**config.mk**
```make
export PLATFORM = sky130hd
export DESIGN_NAME = trace_readout_ctrl_flat
export DESIGN_NICKNAME = d
export VERILOG_FILES = /design/src/rtl/trace_readout_ctrl_if.sv /design/src/rtl/trace_readout_ctrl.sv /design/src/flat_wrapper.sv
export SDC_FILE = /design/constraint.sdc
export NUM_CORES = 1
export LEC_CHECK = 0
export ABC_AREA = 1
export CORE_MARGIN = 3
export CORE_UTILIZATION = 43
export CTS_BUF_LIST = sky130_fd_sc_hd__clkbuf_4
export DETAILED_ROUTE_END_ITERATION = 8
export GPL_ROUTABILITY_DRIVEN = 0
export PLACE_DENSITY = 0.88
export SYNTH_ARGS = -nofsm -noshare
export SYNTH_HDL_FRONTEND = slang
export SYNTH_SLANG_ARGS = --single-unit
```
**constraint.sdc**
```tcl
create_clock -name clk -period 2.5 [get_ports clk]
set_clock_uncertainty 0.1 [all_clocks]
set_input_delay 0.25 -clock clk [delete_from_list [all_inputs] [get_ports clk]]
set_output_delay 0.25 -clock clk [all_outputs]
set_load 0.1 [all_outputs]
```
**src/rtl/trace_readout_ctrl_if.sv**
```systemverilog
// Trace RAM read port shared between the readout controller (master)
// and the trace buffer RAM (slave).
interface trace_readout_ctrl_if #(
    parameter int ADDR_WIDTH = 10
) ();
    logic                  mem_rd_en;
    logic [ADDR_WIDTH-1:0] mem_rd_addr;
    logic [31:0]           mem_rd_data;

    modport master (
        output mem_rd_en,
        output mem_rd_addr,
        input  mem_rd_data
    );

    modport slave (
        input  mem_rd_en,
        input  mem_rd_addr,
        output mem_rd_data
    );
endinterface

```
**src/rtl/trace_readout_ctrl.sv**
```systemverilog
// Trace readout controller: once a capture completes, walks the circular
// trace buffer from the oldest packet and hands two 32-bit packets per HUB
// read command to the eight upload byte registers.
module trace_readout_ctrl #(
    parameter int ADDR_WIDTH          = 10,
    parameter int SAMPLE_PACKET_WIDTH = 32
) (
    input  logic                  clk,
    input  logic                  reset,
    input  logic                  capture_done,
    input  logic [ADDR_WIDTH-1:0] first_addr,
    input  logic [31:0]           sample_count,
    input  logic                  start_readout,
    input  logic                  read_req,
    input  logic                  abort,
    trace_readout_ctrl_if.master  ram,
    output logic [7:0]            regOut0,
    output logic [7:0]            regOut1,
    output logic [7:0]            regOut2,
    output logic [7:0]            regOut3,
    output logic [7:0]            regOut4,
    output logic [7:0]            regOut5,
    output logic [7:0]            regOut6,
    output logic [7:0]            regOut7,
    output logic [7:0]            status
);

    localparam int                  DEPTH     = 1 << ADDR_WIDTH;
    localparam logic [ADDR_WIDTH:0] DEPTH_CNT = {1'b1, {ADDR_WIDTH{1'b0}}};
    localparam logic [ADDR_WIDTH:0] TWO       = (ADDR_WIDTH+1)'(2);

    // The byte packing below only makes sense for 32-bit packets.
    if (SAMPLE_PACKET_WIDTH != 32) begin : g_bad_packet_width
        $error("trace_readout_ctrl: SAMPLE_PACKET_WIDTH must be 32");
    end

    typedef enum logic [2:0] {
        IDLE,
        READY,
        RD0,
        RD1,
        CAP1,
        DONE
    } state_t;

    state_t                state;
    logic [ADDR_WIDTH-1:0] ptr;
    logic [ADDR_WIDTH:0]   remaining;
    logic                  busy;
    logic                  block_valid;
    logic                  done;
    logic                  last_block;

    logic [ADDR_WIDTH:0]   clamped_count;
    logic                  has_pair;
    logic [ADDR_WIDTH:0]   step;
    logic [ADDR_WIDTH:0]   remaining_next;

    // Clamp the requested count to the buffer depth and work out how many
    // packets the current block consumes.
    always_comb begin
        clamped_count = sample_count[ADDR_WIDTH:0];
        if (sample_count > 32'(DEPTH)) begin
            clamped_count = DEPTH_CNT;
        end
        has_pair       = |remaining[ADDR_WIDTH:1];
        step           = has_pair ? TWO : remaining;
        remaining_next = remaining - step;
    end

    // Readout sequencer: arming, two-packet fetch, byte capture and abort.
    always_ff @(posedge clk) begin
        if (reset) begin
            state           <= IDLE;
            ptr             <= '0;
            remaining       <= '0;
            ram.mem_rd_en   <= 1'b0;
            ram.mem_rd_addr <= '0;
            busy            <= 1'b0;
            block_valid     <= 1'b0;
            done            <= 1'b0;
            last_block      <= 1'b0;
            {regOut7, regOut6, regOut5, regOut4} <= 32'h0;
            {regOut3, regOut2, regOut1, regOut0} <= 32'h0;
        end else if (abort) begin
            state         <= IDLE;
            ram.mem_rd_en <= 1'b0;
            busy          <= 1'b0;
            block_valid   <= 1'b0;
            done          <= 1'b0;
            last_block    <= 1'b0;
        end else begin
            case (state)
                IDLE, READY, DONE: begin
                    if (start_readout && capture_done) begin
                        ptr           <= first_addr;
                        remaining     <= clamped_count;
                        ram.mem_rd_en <= 1'b0;
                        busy          <= 1'b0;
                        block_valid   <= 1'b0;
                        last_block    <= 1'b0;
                        done          <= (clamped_count == '0);
                        state         <= (clamped_count == '0) ? DONE : READY;
                    end else if (state == READY && read_req) begin
                        ram.mem_rd_en   <= 1'b1;
                        ram.mem_rd_addr <= ptr;
                        block_valid     <= 1'b0;
                        last_block      <= 1'b0;
                        busy            <= 1'b1;
                        state           <= RD0;
                    end
                end
                RD0: begin
                    ram.mem_rd_en <= has_pair;
                    if (has_pair) begin
                        ram.mem_rd_addr <= ptr + ADDR_WIDTH'(1);
                    end
                    state <= RD1;
                end
                RD1: begin
                    {regOut3, regOut2, regOut1, regOut0} <= ram.mem_rd_data;
                    ram.mem_rd_en <= 1'b0;
                    state         <= CAP1;
                end
                CAP1: begin
                    {regOut7, regOut6, regOut5, regOut4} <= has_pair ? ram.mem_rd_data : 32'h0;
                    ptr         <= ptr + step[ADDR_WIDTH-1:0];
                    remaining   <= remaining_next;
                    block_valid <= 1'b1;
                    busy        <= 1'b0;
                    last_block  <= (remaining_next == '0);
                    done        <= (remaining_next == '0);
                    state       <= (remaining_next == '0) ? DONE : READY;
                end
                default: begin
                    ram.mem_rd_en <= 1'b0;
                    state         <= IDLE;
                end
            endcase
        end
    end

    assign status = {4'b0000, last_block, done, block_valid, busy};

endmodule

```
**src/flat_wrapper.sv**
```systemverilog
// flat-port wrapper written by rule: the top's interface ports become plain ports
module trace_readout_ctrl_flat 
#(
    parameter int ADDR_WIDTH          = 10,
    parameter int SAMPLE_PACKET_WIDTH = 32
)
  (clk, reset, capture_done, first_addr, sample_count, start_readout, read_req, abort, regOut0, regOut1, regOut2, regOut3, regOut4, regOut5, regOut6, regOut7, status, ram_mem_rd_en, ram_mem_rd_addr, ram_mem_rd_data);
  trace_readout_ctrl_if #(.ADDR_WIDTH(ADDR_WIDTH)) ram_i ();
  input  logic clk;
  input  logic reset;
  input  logic capture_done;
  input  logic [ADDR_WIDTH-1:0] first_addr;
  input  logic [31:0] sample_count;
  input  logic start_readout;
  input  logic read_req;
  input  logic abort;
  output logic [7:0] regOut0;
  output logic [7:0] regOut1;
  output logic [7:0] regOut2;
  output logic [7:0] regOut3;
  output logic [7:0] regOut4;
  output logic [7:0] regOut5;
  output logic [7:0] regOut6;
  output logic [7:0] regOut7;
  output logic [7:0] status;
  output wire logic [$bits(ram_i.mem_rd_en)-1:0] ram_mem_rd_en;
  output wire logic [$bits(ram_i.mem_rd_addr)-1:0] ram_mem_rd_addr;
  input wire logic [$bits(ram_i.mem_rd_data)-1:0] ram_mem_rd_data;
  assign ram_mem_rd_en = ram_i.mem_rd_en;
  assign ram_mem_rd_addr = ram_i.mem_rd_addr;
  assign ram_i.mem_rd_data = ram_mem_rd_data;
  trace_readout_ctrl #(.ADDR_WIDTH(ADDR_WIDTH), .SAMPLE_PACKET_WIDTH(SAMPLE_PACKET_WIDTH)) u_core (.clk(clk), .reset(reset), .capture_done(capture_done), .first_addr(first_addr), .sample_count(sample_count), .start_readout(start_readout), .read_req(read_req), .abort(abort), .ram(ram_i), .regOut0(regOut0), .regOut1(regOut1), .regOut2(regOut2), .regOut3(regOut3), .regOut4(regOut4), .regOut5(regOut5), .regOut6(regOut6), .regOut7(regOut7), .status(status));
endmodule
```
-- Word-level counts from Yosys, hierarchy flattened
Index checks and enable logic that the tools add are counted.
- register bits after elaboration: 103
- bits in latches: 0
- bits in writable memories: 0
- memory bits (read-only): 0
- input port bits: 80
- output and inout bits: 83
- logic and storage cells: 76
- memories kept: 0
- add/sub/neg operators: 3
- multipliers: 0
- divide/modulo/power cells: 0
- magnitude comparators: 1
- equal/unequal tests: 10
- shift-type cells: 0
- muxes and demuxes: 26
- bitwise logic cells: 2
- reduce and logical (&&, ||, !) cells: 17
- operator list (operator ; number):
    $mux W10 ; 4
    $pmux W10 S2 ; 2
    $mux W11 ; 3
    $gt A32 B11 Y1 const B ; 1
    $mux W32 ; 1
    $logic_not A11 Y1 ; 2
    $pmux W11 S2 ; 1
    $mux W3 ; 4
    $pmux W3 S4 ; 1
    $sub A11 B11 Y11 ; 1
    $add A10 B1 Y10 const B ; 1
    $add A10 B10 Y10 ; 1
    $reduce_and A2 Y1 ; 5
    $reduce_or A10 Y1 ; 1
    $pmux W1 S2 ; 4
    $eq A3 B2 Y1 const B ; 2
    $eq A3 B3 Y1 const B ; 2
    $ne A2 B1 Y1 const B ; 3
    $mux W1 ; 5
    $reduce_and A5 Y1 ; 1
    $reduce_bool A2 Y1 ; 2
    $eq A3 B1 Y1 const B ; 1
    $logic_not A3 Y1 ; 1
    $ne A3 B1 Y1 const B ; 1
    7 further kinds ; 9

-- Depth between registers and ports, before layout
Gate-level depths: netlist of run 1.
- depth after elaboration: 6
- depth in mapped cells: 18

-- Worst setup path before layout of run 1
OpenSTA, ideal clock, no wires.
- path kind: register to register
- start point: reg u_core.remaining[2]
- end point: reg u_core.ptr[8]
- arrival time: 2.321 ns
- setup slack: -0.054 ns
- stages on the path, launching flop included: 18
- buffers on the path: 1
- cell sequence: dfxtp_1 nor2_4 nand2_4 inv_2 nand3_4 clkbuf_1 nor2_1 ha_1 inv_1 fa_1 inv_1 nand3_1 nand2_1 nand2_1 nand4_1 nor2_1 o21ai_0 a21oi_1
- cells in the longest elaborated chain, start to end: 4
- RTL lines (item ; line ; source):
    start: declaration ; trace_readout_ctrl.sv:48 ; logic [ADDR_WIDTH:0] remaining;
    start signal: assignment ; trace_readout_ctrl.sv:97 ; remaining <= clamped_count;
    start signal: assignment ; trace_readout_ctrl.sv:128 ; remaining <= remaining_next;
    $reduce_or A10 Y1 ; trace_readout_ctrl.sv:66 ; has_pair = |remaining[ADDR_WIDTH:1];
    $mux W11 (*) ; trace_readout_ctrl.sv:67 ; step = has_pair ? TWO : remaining;
    $add A10 B10 Y10 (*) ; trace_readout_ctrl.sv:127 ; ptr <= ptr + step[ADDR_WIDTH-1:0];
    $pmux W10 S2 (*) ; trace_readout_ctrl.sv:93 ; case (state)
    end signal: assignment ; trace_readout_ctrl.sv:96 ; ptr <= first_addr;
    end signal: assignment ; trace_readout_ctrl.sv:127 ;
    end: declaration ; trace_readout_ctrl.sv:47 ; logic [ADDR_WIDTH-1:0] ptr;
Mark *: on every way between the ends. The rest lies on a longest branch, timed or not.
A chain may end at the register's enable or synchronous reset.

-- Final worst setup path of run 1
Ends and elaborated chain as after synthesis.

==> metrics.log, run 1 <==
[metrics] status: finished, final reports clean
[metrics] height of the chip: about 110 microns
[metrics] endpoint of the worst hold path: u_core.regOut4[0]$_SDFFE_PP0P_
[metrics] Critical Path Source Type: register
[metrics] leak pwr: between 2 and 3 nW
[metrics] clock transition at the register clock pins on the worst setup and hold paths after CTS: approximately 0.18 ns
[metrics] fraction of layout cells with a size suffix above 1: about a fifth
[metrics] RSZ-0062 raised after global routing: yes
[metrics] overall die area: 13200 sq um
[metrics] Rel. slew slack: about 62%
[metrics] drt first-iter violations: 298
[metrics] largest net degree at the start of global routing: 65
[metrics] R2R Path End: u_core.ptr[8]$_SDFFE_PP0P_
[metrics] Routed Antenna Nets: 0
[metrics] number of distinct library cells after synthesis: 40
[metrics] maximum ir drop on the vdd rail: approximately 350 uV
[metrics] cells taking the most area after synthesis: dfxtp_1, o21ai_0, nor2_1, nand2_1, a21oi_1
[metrics] area used by sequential logic in the layout: around 2100 sq um
[metrics] via count of the first global-routing pass: roughly 4600
[metrics] TritonCTS clock tree: built
[metrics] capturing element type of the critical path: register
[metrics] data required time at the worst endpoint: between 2 and 3 ns
[metrics] total power draw: around 3.4 mW
[metrics] width of the die: around 110 microns
[metrics] largest registers ranked by flip-flop count: u_core.remaining (11), u_core.ptr (10), u_core.ram.mem_rd_addr (10)
[metrics] CTS root buffer: clkbuf_4
[metrics] count of hold-fix buffers inserted at cts: 0
[metrics] Worst-Margin Slew: 0.571 ns
[metrics] nets: 951
[metrics] mean post-synth cell area: 7.22 sq um
[metrics] post-route insts no fill: ~1000
[metrics] Vias/cell: around 5.2
[metrics] diodes inserted: 0
[metrics] DP Wirelength: around 10000 microns
[metrics] fill count: between 1000 and 1500
[metrics] HP Class: in2reg
[metrics] H-tree Lvls: 3
[metrics] register with the most flip-flops: u_core.remaining
[metrics] first-pass GRT wire length: about 22000 microns
[metrics] synthesized cell area: 5080 sq um
[metrics] maximum fanout along the worst path: 4
[metrics] CP dominant cell by count: nand2_1
[metrics] post-layout min period: between 2 and 2.5 ns
[metrics] final setup violation count: 0
[metrics] period utilisation layout: 95.0%
[metrics] worst reg2reg path depth: 17
[metrics] number of detailed-routing iterations run before antenna repair: 5
[metrics] slowest cell delay on critical path: around 0.4 ns
[metrics] total routing resource utilization after global routing: around a fifth
[metrics] total global routing overflow: 0
[metrics] number of buffers added on ports: about 160
[metrics] effective utilization at floorplan: between 40 and 50%
[metrics] chain of cells forming the critical path: nor2_4 -> nand2_4 -> inv_4 -> nand3_4 -> nor2_2 -> ha_2 -> inv_1 -> fa_2 -> inv_2 -> nand3_1 -> nand2_2 -> nand2_1 -> nand4_1 -> nand2_1 -> nand2_1 -> o21ai_0 -> a21oi_1
[metrics] RR Startpoint: u_core.remaining[2]$_SDFFE_PP0P_
[metrics] final count of hold timing violations: 0
[metrics] DRC: 0
[metrics] Multi-input gate area: around 2700 sq um
[metrics] post-detailed-route wirelength per cell: roughly 14 microns
[metrics] reg-to-reg setup timing slack: approximately 0.13 ns
[metrics] num rows: 39
[metrics] largest area contributor in the synthesized netlist: dfxtp_1
[metrics] power density over the cells: 497 nW/um^2
[metrics] Seq/Total Area, Yosys: about two fifths
[metrics] data arrival at the endpoint of the critical path: about 2.7 ns
[metrics] area growth from synthesis to layout: 33.7%
[metrics] critical path depth in cells: 17
[metrics] area of the core region: 11500 sq um
[metrics] flip-flop count of the largest register, all copies and words added: 11
[metrics] Vias: roughly 5200
[metrics] number of ports placed on the die boundary: ~160
[metrics] total instance count after detailed placement: 988
[metrics] critical path's slowest cell: dfxtp_4
[metrics] sum of routed wire length over all layers: 14100 microns
[metrics] path type of the worst setup path: reg2reg
[metrics] count of flip-flops with a built-in enable after synthesis: 0
[metrics] Max Transition Viols Final: 0
[metrics] Syn. warnings: 0
[metrics] cell depth of the worst min-delay path: 3
[metrics] initial antenna violation count: 0
[metrics] CP delay by family, top: simple AND/OR/NAND/NOR gates
[metrics] Worst Min Path Start: ram_mem_rd_data[0]
[metrics] asr flop ratio synth: 0%
[metrics] synthesized netlist cell count: between 700 and 800
[metrics] CP bufs+invs: 3
[metrics] Max-cap violations: 0
[metrics] number of CTS-inserted buffers: 9
[metrics] share of the synthesized area in the top cell type: between 40% and 50%
[metrics] insertion delay to the later sink of the worst-skew pair: ~0.45 ns
[metrics] clock sink total: approximately 100
[metrics] post-synthesis sequential element count: approximately 100
[metrics] most common flop cell mapped by yosys: dfxtp_1
[metrics] maximum buffer depth of the clock tree: 2
[metrics] highest clock frequency the design can meet: 0.421 GHz
cells by family after synthesis:
kind of cell	count (synthesis)	share of synthesized area [%]
other	2	0.148
AOI/OAI and AO/OA	199	20.7
DFF	103	40.6
and+or+nand+nor	287	25.4
xor gates and xnor gates	12	2.07
buffers and inverters	88	7.70
muxes	1	0.221
adders and majority gates	12	3.10
worst max path at each step:
| stage | startpoint | end | slack [ns] |
|---|---|---|---|
| after CTS | u_core.remaining[2]$_SDFFE_PP0P_ | u_core.state[2]$_SDFFE_PP0P_ | 0.01 |
| after floorplan | u_core.remaining[3]$_SDFFE_PP0P_ | u_core.ptr[8]$_SDFFE_PP0P_ | 0.009 |
| final | u_core.remaining[2]$_SDFFE_PP0P_ | u_core.ptr[8]$_SDFFE_PP0P_ | 0.13 |
| after global placement | u_core.remaining[2]$_SDFFE_PP0P_ | u_core.state[2]$_SDFFE_PP0P_ | 0.14 |
| after global routing | u_core.remaining[2]$_SDFFE_PP0P_ | u_core.ptr[8]$_SDFFE_PP0P_ | -0.06 |
| after detailed placement | u_core.remaining[2]$_SDFFE_PP0P_ | u_core.state[2]$_SDFFE_PP0P_ | 0.06 |
layer usage:
metal  wire (microns)  track usage [%]  vias to the layer above
met5                0                0                        -
met4              226             4.69                        0
met3              992             4.00                       18
met2             6710             33.3                      181
met1             6200             28.4                     2377
li1                 -                -                     2634
cell type report:
type                    count  area share (%)
multi-input cells         523            39.6
well taps                 143            2.63
clock buffers              10            1.10
clock inverters             6           0.847
flip-flops and latches    103            30.4
inverters                  46            2.58
repair buffers            176            22.8
tightest hold or removal path, cell delays in order:
cell and delay, ns:
clkdlybuf4s50_1 0.41, nand2_1 0.07, a21oi_1 0.05
cell usage after synthesis, types with 2 or more instances:
| master | instances |
|---|---|
| nor3_1 | 5 |
| nand4_1 | 8 |
| inv_2 | 7 |
| clkbuf_1 | 19 |
| a31oi_1 | 4 |
| inv_1 | 39 |
| dfxtp_1 | 103 |
| buf_4 | 8 |
| nand3_2 | 2 |
| nor2_2 | 7 |
| nor2_1 | 114 |
| xor2_1 | 9 |
| nor3_2 | 2 |
| o21bai_1 | 2 |
| a21oi_1 | 76 |
| o211ai_1 | 6 |
| nand2_1 | 111 |
| xnor2_1 | 3 |
| nor2_4 | 6 |
| nand3_4 | 3 |
| conb_1 | 2 |
| buf_6 | 2 |
| clkbuf_2 | 2 |
| o21ai_2 | 2 |
| ha_1 | 11 |
| nand3_1 | 23 |
| o21ai_0 | 102 |
| buf_2 | 11 |
| a211oi_1 | 4 |
report_power, final:
| part | internal [mW] | total [mW] | switching (mW) |
|---|---|---|---|
| Combinational | 0.308 | 0.806 | 0.498 |
| Sequential | 1.68 | 1.72 | 0.0375 |
| Clock | 0.246 | 0.855 | 0.609 |
| Total | 2.23 | 3.38 | 1.14 |
stage by stage:
stage	hold slack [ns]	utilization, %	worst slack, ns	area, sq um	TNS, ns
detailed placement	0.358	57.6	0.0570	6610	0
finish	0.259	59.3	0.126	6800	0
floorplan	0.291	-	0.00920	5130	0
global placement	0.349	57.6	0.143	6610	0
global route	0.211	59.3	-0.0587	6800	-0.0754
CTS	0.227	58.8	0.00990	6740	0
placed cells by master (no fill, tap or decap), types with 2 or more instances in the layout:
cell type	synthesis	layout
nand2_2	1	4
nor2_4	6	7
o21bai_1	2	2
inv_8	0	2
xor2_1	9	9
inv_2	7	8
conb_1	2	12
nor2_1	114	112
clkdlybuf4s50_1	0	79
nand3_2	2	2
buf_4	8	94
xnor2_1	3	3
o211ai_1	6	6
dfxtp_1	103	100
nand2_1	111	108
a31oi_1	4	4
a211oi_1	4	4
a21oi_1	76	76
nand4_1	8	8
buf_12	0	2
nand3_1	23	23
nor2_2	7	8
inv_1	39	37
inv_6	0	4
o21ai_2	2	2
nor3_1	5	5
clkbuf_4	0	10
nor3_2	2	2
dfxtp_2	0	2
o21ai_0	102	102
nand3_4	3	3
ha_1	11	10
what timing repair did:
action	in CTS	in global routing
setup endpoints to repair	0	8
buffers inserted	0	3
resized for setup	0	15
(Power assumes the default switching activity.)
==> inputs of run 2 (changes only) <==
Settings changed: PLACE_DENSITY 0.88 to 0.84.
==> run 2 against run 1 <==
Utilization shrank 0.21 points. Wire length grew 1.1%. Register-to-register slack is essentially flat. Fmax grew 0.14%. Cell area shrank 0.35%. Via count shrank 0.73%. Critical endpoint is now u_core.ptr[6]$_SDFFE_PP0P_. Final cell count shrank 0.30%. Setup slack gained 0.0033 ns.
==> metrics.log, run 2 (synthesis gave the netlist of run 1 again) <==
[metrics] status: finished, final reports clean
[metrics] maximum buffer depth of the clock tree: 2 (unchanged)
[metrics] Multi-input gate area: 2690 sq um (unchanged)
[metrics] placed instance area: 6590 sq um (-0.30%)
[metrics] number of buffers added on ports: 158 (unchanged)
[metrics] num rows: 39 (unchanged)
[metrics] clock transition at the register clock pins on the worst setup and hold paths after CTS: 0.16 ns (-0.02 ns)
[metrics] tightest hold margin: 0.240 ns (-0.0192 ns)
[metrics] final count of hold timing violations: 0 (unchanged)
[metrics] overall die area: 13200 sq um (unchanged)
[metrics] first-pass GRT wire length: 22700 microns (+1.5%)
[metrics] Worst-Margin Slew: 0.599 ns (+0.0284 ns)
[metrics] Total Negative Setup Slacks: 0 ns (unchanged)
[metrics] total routing resource utilization after global routing: 20.9% (+0.39 points)
[metrics] worst reg2reg path depth: 17 (unchanged)
[metrics] largest net degree at the start of global routing: 65 (unchanged)
[metrics] sum of routed wire length over all layers: 14300 microns (+1.1%)
[metrics] Critical Path Source Type: register
[metrics] largest registers ranked by flip-flop count: u_core.remaining (11), u_core.ptr (10), u_core.ram.mem_rd_addr (10)
[metrics] cell depth of the worst min-delay path: 3 (unchanged)
[metrics] final setup violation count: 0 (unchanged)
[metrics] area used by sequential logic in the layout: 2070 sq um (unchanged)
[metrics] total length of routed met2 wires: 6780 microns (+1.0%)
[metrics] leak pwr: 2.90 nW (-0.43%)
[metrics] most common cell after layout, fill and taps aside: nor2_1
[metrics] post-detailed-route wirelength per cell: 14.2 microns (+1.4%)
[metrics] nets: 948 (-0.32%)
[metrics] initial antenna violation count: 0 (unchanged)
[metrics] total global routing overflow: 0 (unchanged)
[metrics] endpoint of the worst hold path: u_core.regOut5[1]$_SDFFE_PP0P_
[metrics] Routed Antenna Nets: 0 (unchanged)
[metrics] path type of the worst setup path: reg2reg
[metrics] diodes inserted: 0 (unchanged)
[metrics] DRC: 0 (unchanged)
[metrics] H-tree Lvls: 3 (unchanged)
[metrics] R2R Path End: u_core.ptr[6]$_SDFFE_PP0P_
[metrics] total power draw: 3.41 mW (+0.95%)
[metrics] cell area after layout: 6770 sq um (-0.35%)
[metrics] HP Class: in2reg
[metrics] data required time at the worst endpoint: 2.81 ns (+0.03 ns)
[metrics] fraction of layout cells with a size suffix above 1: 18.7% (+0.065 points)
[metrics] maximum fanout along the worst path: 4 (unchanged)
[metrics] height of the chip: 115 microns (unchanged)
[metrics] DP Wirelength: 10400 microns (-0.45%)
[metrics] Vias: 5172 (-0.73%)
[metrics] drt first-iter violations: 335 (+12%)
[metrics] highest clock frequency the design can meet: 0.422 GHz (+0.14%)
[metrics] reg-to-reg setup timing slack: 0.13 ns (about the same)
[metrics] Vias/cell: 5.15 (-0.43%)
[metrics] number of detailed-routing iterations run before antenna repair: 5 (unchanged)
[metrics] power density over the cells: 504 nW/um^2 (+1.3%)
[metrics] TritonCTS clock tree: built
[metrics] clock sink total: 103 (unchanged)
[metrics] met3 wire length: 1040 microns (+4.6%)
[metrics] post-layout min period: 2.37 ns (-0.00334 ns)
[metrics] fill count: 1053 (-2.9%)
[metrics] Max Transition Viols Final: 0 (unchanged)
[metrics] routed metal-1 wirelength: 6290 microns (+1.5%)
[metrics] number of ports placed on the die boundary: 163 (unchanged)
[metrics] period utilisation layout: 94.8% (-0.13 points)
[metrics] Rel. slew slack: 60.0% (-1.9 points)
[metrics] width of the die: 115 microns (unchanged)
[metrics] effective utilization at floorplan: 44.3% (unchanged)
[metrics] via count of the first global-routing pass: 4670 (+0.99%)
[metrics] topmost layer with routed signal wires: met4
[metrics] area of the core region: 11500 sq um (unchanged)
[metrics] flip-flop count of the largest register, all copies and words added: 11 (unchanged)
[metrics] RR Startpoint: u_core.remaining[7]$_SDFFE_PP0P_
[metrics] CTS root buffer: clkbuf_4
[metrics] capturing element type of the critical path: register
[metrics] area growth from synthesis to layout: 33.2%
[metrics] data arrival at the endpoint of the critical path: 2.68 ns (+0.02 ns)
[metrics] number of CTS-inserted buffers: 9 (unchanged)
[metrics] highest-count cells in the layout ignoring fill and taps: nor2_1, nand2_1, o21ai_0, dfxtp_1, buf_4
[metrics] Worst Min Path Start: ram_mem_rd_data[9]
[metrics] maximum ir drop on the vdd rail: 316 uV (-10%)
[metrics] Max-cap violations: 0 (unchanged)
[metrics] insertion delay to the later sink of the worst-skew pair: 0.47 ns (+0.02 ns)
[metrics] register with the most flip-flops: u_core.remaining
run 2: cell types whose count changed in the layout (fill, tap and decap cells not counted), sizes merged:
cell    change
inv         -4
buf         -3
clkinv      +3
bufinv      +1
run 2: layer usage:
metal,GRT usage [%],up-vias
met3,4.58,13
met2,33.4,173
met5,0,-
li1,-,2621
met4,5.48,0
met1,28.8,2365
run 2: final cells by class:
cell class	instances	area share [%]
Clock buffer	10	1.11
Clock inverter	6	0.979
Inverter	46	2.55
Multi-Input combinational cell	523	39.7
Sequential cell	103	30.5
Tap cell	143	2.64
Timing Repair Buffer	173	22.5
run 2: report_power, final:
part	switching, mW	leakage (nW)	internal, mW
Sequential	0.0382	0.836	1.68
Clock	0.567	0.0811	0.323
Combinational	0.493	1.98	0.309
run 2: critical path, cell delays in order (launching register included):
cell     delay, ns
dfxtp_2       0.37
inv_2         0.07
nand2_1       0.09
nor2_4        0.15
nand3_4       0.10
nor2_2        0.10
ha_2          0.19
inv_1         0.08
fa_2          0.34
inv_2         0.07
nand3_1       0.07
nand2_2       0.09
nand2_1       0.05
nand2_1       0.06
a21oi_1       0.06
xor2_1        0.13
nand2_1       0.07
a21oi_1       0.12
run 2: worst max-delay path by stage:
stage / from / end / slack, ns / cells after the start
floorplan: u_core.remaining[3]$_SDFFE_PP0P_ / u_core.ptr[8]$_SDFFE_PP0P_ / 0.009 / 17
global placement: u_core.remaining[2]$_SDFFE_PP0P_ / u_core.state[2]$_SDFFE_PP0P_ / 0.16 / 16
detailed placement: u_core.remaining[7]$_SDFFE_PP0P_ / u_core.state[2]$_SDFFE_PP0P_ / 0.07 / 16
CTS: u_core.remaining[7]$_SDFFE_PP0P_ / u_core.state[2]$_SDFFE_PP0P_ / 0.01 / 16
global route: u_core.remaining[7]$_SDFFE_PP0P_ / u_core.ptr[6]$_SDFFE_PP0P_ / -0.02 / 17
finish: u_core.remaining[7]$_SDFFE_PP0P_ / u_core.ptr[6]$_SDFFE_PP0P_ / 0.13 / 17
run 2: per-stage QoR:
stage          worst slack [ns]  std cells  utilization [%]
3_3_place_gp              0.161        987             57.4
6_report                  0.129       1004             59.1
3_5_place_dp             0.0708        987             57.4
2_1_floorplan           0.00920        714                -
4_1_cts                  0.0134       1003             58.7
5_1_grt                 -0.0220       1004             59.1
run 2: repair_timing:
item,in CTS,in global routing
hold buffers,0,0
resized for setup,0,18
setup buffers,0,1
setup endpoints to repair,0,8
==> inputs of run 3 (changes only) <==
Settings changed: RECOVER_POWER from default to 50.
==> run 3 against run 2 <==
Via count is 0.29% higher. Global-route usage is the same. Final cell count unchanged. Clock power about the same. Worst hold slack got worse by 0.0041 ns. Wire length shrank 0.27%. Critical path type unchanged. Largest power group unchanged.
==> metrics.log, run 3 (synthesis gave the netlist of run 1 again) <==
[metrics] drt first-iter violations: 359 (+7.2%)
[metrics] register with the most flip-flops: u_core.remaining
[metrics] period utilisation layout: 94.7% (-0.095 points)
[metrics] number of CTS-inserted buffers: 9 (unchanged)
[metrics] leak pwr: 2.56 nW (-12%)
[metrics] highest clock frequency the design can meet: 0.422 GHz (+0.10%)
[metrics] placed instance area: 6590 sq um (unchanged)
[metrics] Worst-Margin Slew: 1.25 ns (+0.647 ns)
[metrics] Multi-input gate area: 2680 sq um (-0.23%)
[metrics] fraction of layout cells with a size suffix above 1: 8.94% (-9.8 points)
[metrics] tightest hold margin: 0.236 ns (-0.00408 ns)
[metrics] number of detailed-routing iterations run before antenna repair: 5 (unchanged)
[metrics] CTS root buffer: clkbuf_4
[metrics] maximum fanout along the worst path: 4 (unchanged)
[metrics] capturing element type of the critical path: register
[metrics] Vias: 5187 (+0.29%)
[metrics] HP Class: in2reg
[metrics] Rel. slew slack: 17.3% (-43 points)
[metrics] setup slack of the critical path after layout: 0.132 ns (+0.00238 ns)
[metrics] num rows: 39 (unchanged)
[metrics] area growth from synthesis to layout: 27.3%
[metrics] post-layout min period: 2.37 ns (-0.00238 ns)
[metrics] total routing resource utilization after global routing: 20.9% (unchanged)
[metrics] via count of the first global-routing pass: 4670 (unchanged)
[metrics] Total Negative Setup Slacks: 0 ns (unchanged)
[metrics] effective utilization at floorplan: 44.3% (unchanged)
[metrics] Max Transition Viols Final: 0 (unchanged)
[metrics] first-pass GRT wire length: 22700 microns (unchanged)
[metrics] largest registers ranked by flip-flop count: u_core.remaining (11), u_core.ptr (10), u_core.ram.mem_rd_addr (10)
[metrics] H-tree Lvls: 3 (unchanged)
[metrics] status: finished, final reports clean
[metrics] number of ports placed on the die boundary: 163 (unchanged)
[metrics] DRC: 0 (unchanged)
[metrics] total power draw: 3.40 mW (-0.38%)
[metrics] clock sink total: 103 (unchanged)
[metrics] total global routing overflow: 0 (unchanged)
[metrics] flip-flop count of the largest register, all copies and words added: 11 (unchanged)
[metrics] largest net degree at the start of global routing: 65 (unchanged)
[metrics] area used by sequential logic in the layout: 2070 sq um (unchanged)
[metrics] area of the core region: 11500 sq um (unchanged)
[metrics] clock transition at the register clock pins on the worst setup and hold paths after CTS: 0.16 ns (about the same)
[metrics] nets: 948 (unchanged)
[metrics] Placement Setup Slack: 0.0708 ns (unchanged)
[metrics] Critical Path Source Type: register
[metrics] highest-count cells in the layout ignoring fill and taps: nand2_1, nor2_1, o21ai_0, dfxtp_1, clkbuf_1
[metrics] final setup violation count: 0 (unchanged)
[metrics] data arrival at the endpoint of the critical path: 2.68 ns (about the same)
[metrics] diodes inserted: 0 (unchanged)
[metrics] height of the chip: 115 microns (unchanged)
[metrics] width of the die: 115 microns (unchanged)
[metrics] sum of routed wire length over all layers: 14200 microns (-0.27%)
[metrics] data required time at the worst endpoint: 2.81 ns (about the same)
[metrics] power density over the cells: 525 nW/um^2 (+4.3%)
[metrics] initial antenna violation count: 0 (unchanged)
[metrics] maximum buffer depth of the clock tree: 2 (unchanged)
[metrics] Routed Antenna Nets: 0 (unchanged)
[metrics] overall die area: 13200 sq um (unchanged)
[metrics] insertion delay to the later sink of the worst-skew pair: 0.47 ns (about the same)
[metrics] TritonCTS clock tree: built
[metrics] post-detailed-route wirelength per cell: 14.2 microns (-0.27%)
[metrics] maximum ir drop on the vdd rail: 313 uV (-0.68%)
[metrics] count of hold-fix buffers inserted at cts: 0 (unchanged)
[metrics] fill count: 1137 (+8.0%)
[metrics] cell area after layout: 6470 sq um (-4.5%)
[metrics] final count of hold timing violations: 0 (unchanged)
[metrics] Vias/cell: 5.17 (+0.29%)
[metrics] number of buffers added on ports: 158 (unchanged)
[metrics] path type of the worst setup path: reg2reg
[metrics] DP Wirelength: 10400 microns (unchanged)
[metrics] Max-cap violations: 0 (unchanged)
==> run 3: cell types whose count changed in the layout (fill, tap and decap cells not counted), sizes merged <==
cell           before  now
clkbuf             10   89
buf                94   15
dlygate4sd3         0    1
clkdlybuf4s50      79   78
==> run 3: layer usage <==
layer / vias up / track usage, % / part of all wire, %
met1: 2378 / 28.8 / 44
met2: 166 / 33.4 / 47
li1: 2626 / - / -
met3: 17 / 4.58 / 7.2
met5: - / 0 / 0
met4: 0 / 5.48 / 1.3
==> run 3: worst paths after layout <==
kind | start | to | slack [ns] | cells past startpoint
max reg2reg | u_core.remaining[7]$_SDFFE_PP0P_ | u_core.ptr[6]$_SDFFE_PP0P_ | 0.13 | 17
max | u_core.remaining[7]$_SDFFE_PP0P_ | u_core.ptr[6]$_SDFFE_PP0P_ | 0.13 | 17
min | ram_mem_rd_data[9] | u_core.regOut5[1]$_SDFFE_PP0P_ | 0.24 | 3
min reg2reg | u_core.busy$_SDFFE_PP0P_ | u_core.busy$_SDFFE_PP0P_ | 0.38 | 2
==> run 3: critical path: stages, from the launching register on <==
cell and delay [ns]:
dfxtp_2 0.37, inv_2 0.07, nand2_1 0.09, nor2_4 0.15, nand3_4 0.10, nor2_2 0.10
ha_2 0.19, inv_1 0.08, fa_2 0.34, inv_2 0.07, nand3_1 0.07, nand2_2 0.09
nand2_1 0.05, nand2_1 0.06, a21oi_1 0.06, xor2_1 0.13, nand2_1 0.07, a21oi_1 0.12
==> run 3: what timing repair did <==
action                     in CTS  in global routing
setup endpoints to repair       0                  8
resized for setup               0                 18
setup buffers                   0                  1
==> run 3: power breakdown <==
| part | internal, mW | switching, mW |
|---|---|---|
| combinational | 0.296 | 0.492 |
| sequential | 1.68 | 0.0374 |
| clock | 0.323 | 0.569 |
| total | 2.30 | 1.10 |
==> run 3: cell type report <==
type / instances / area share [%]
multi-input combinational: 523 / 41.5
clock buffer: 10 / 1.16
inverter: 46 / 2.67
timing repair buffer: 173 / 18.9
clock inverter: 6 / 1.02
tap: 143 / 2.77
sequential: 103 / 32.0
==> run 3: stage by stage <==
stage / utilization, % / cells
floorplan: - / 714
global placement: 57.4 / 987
detailed placement: 57.4 / 987
CTS: 58.7 / 1003
global route: 56.4 / 1004
finish: 56.4 / 1004
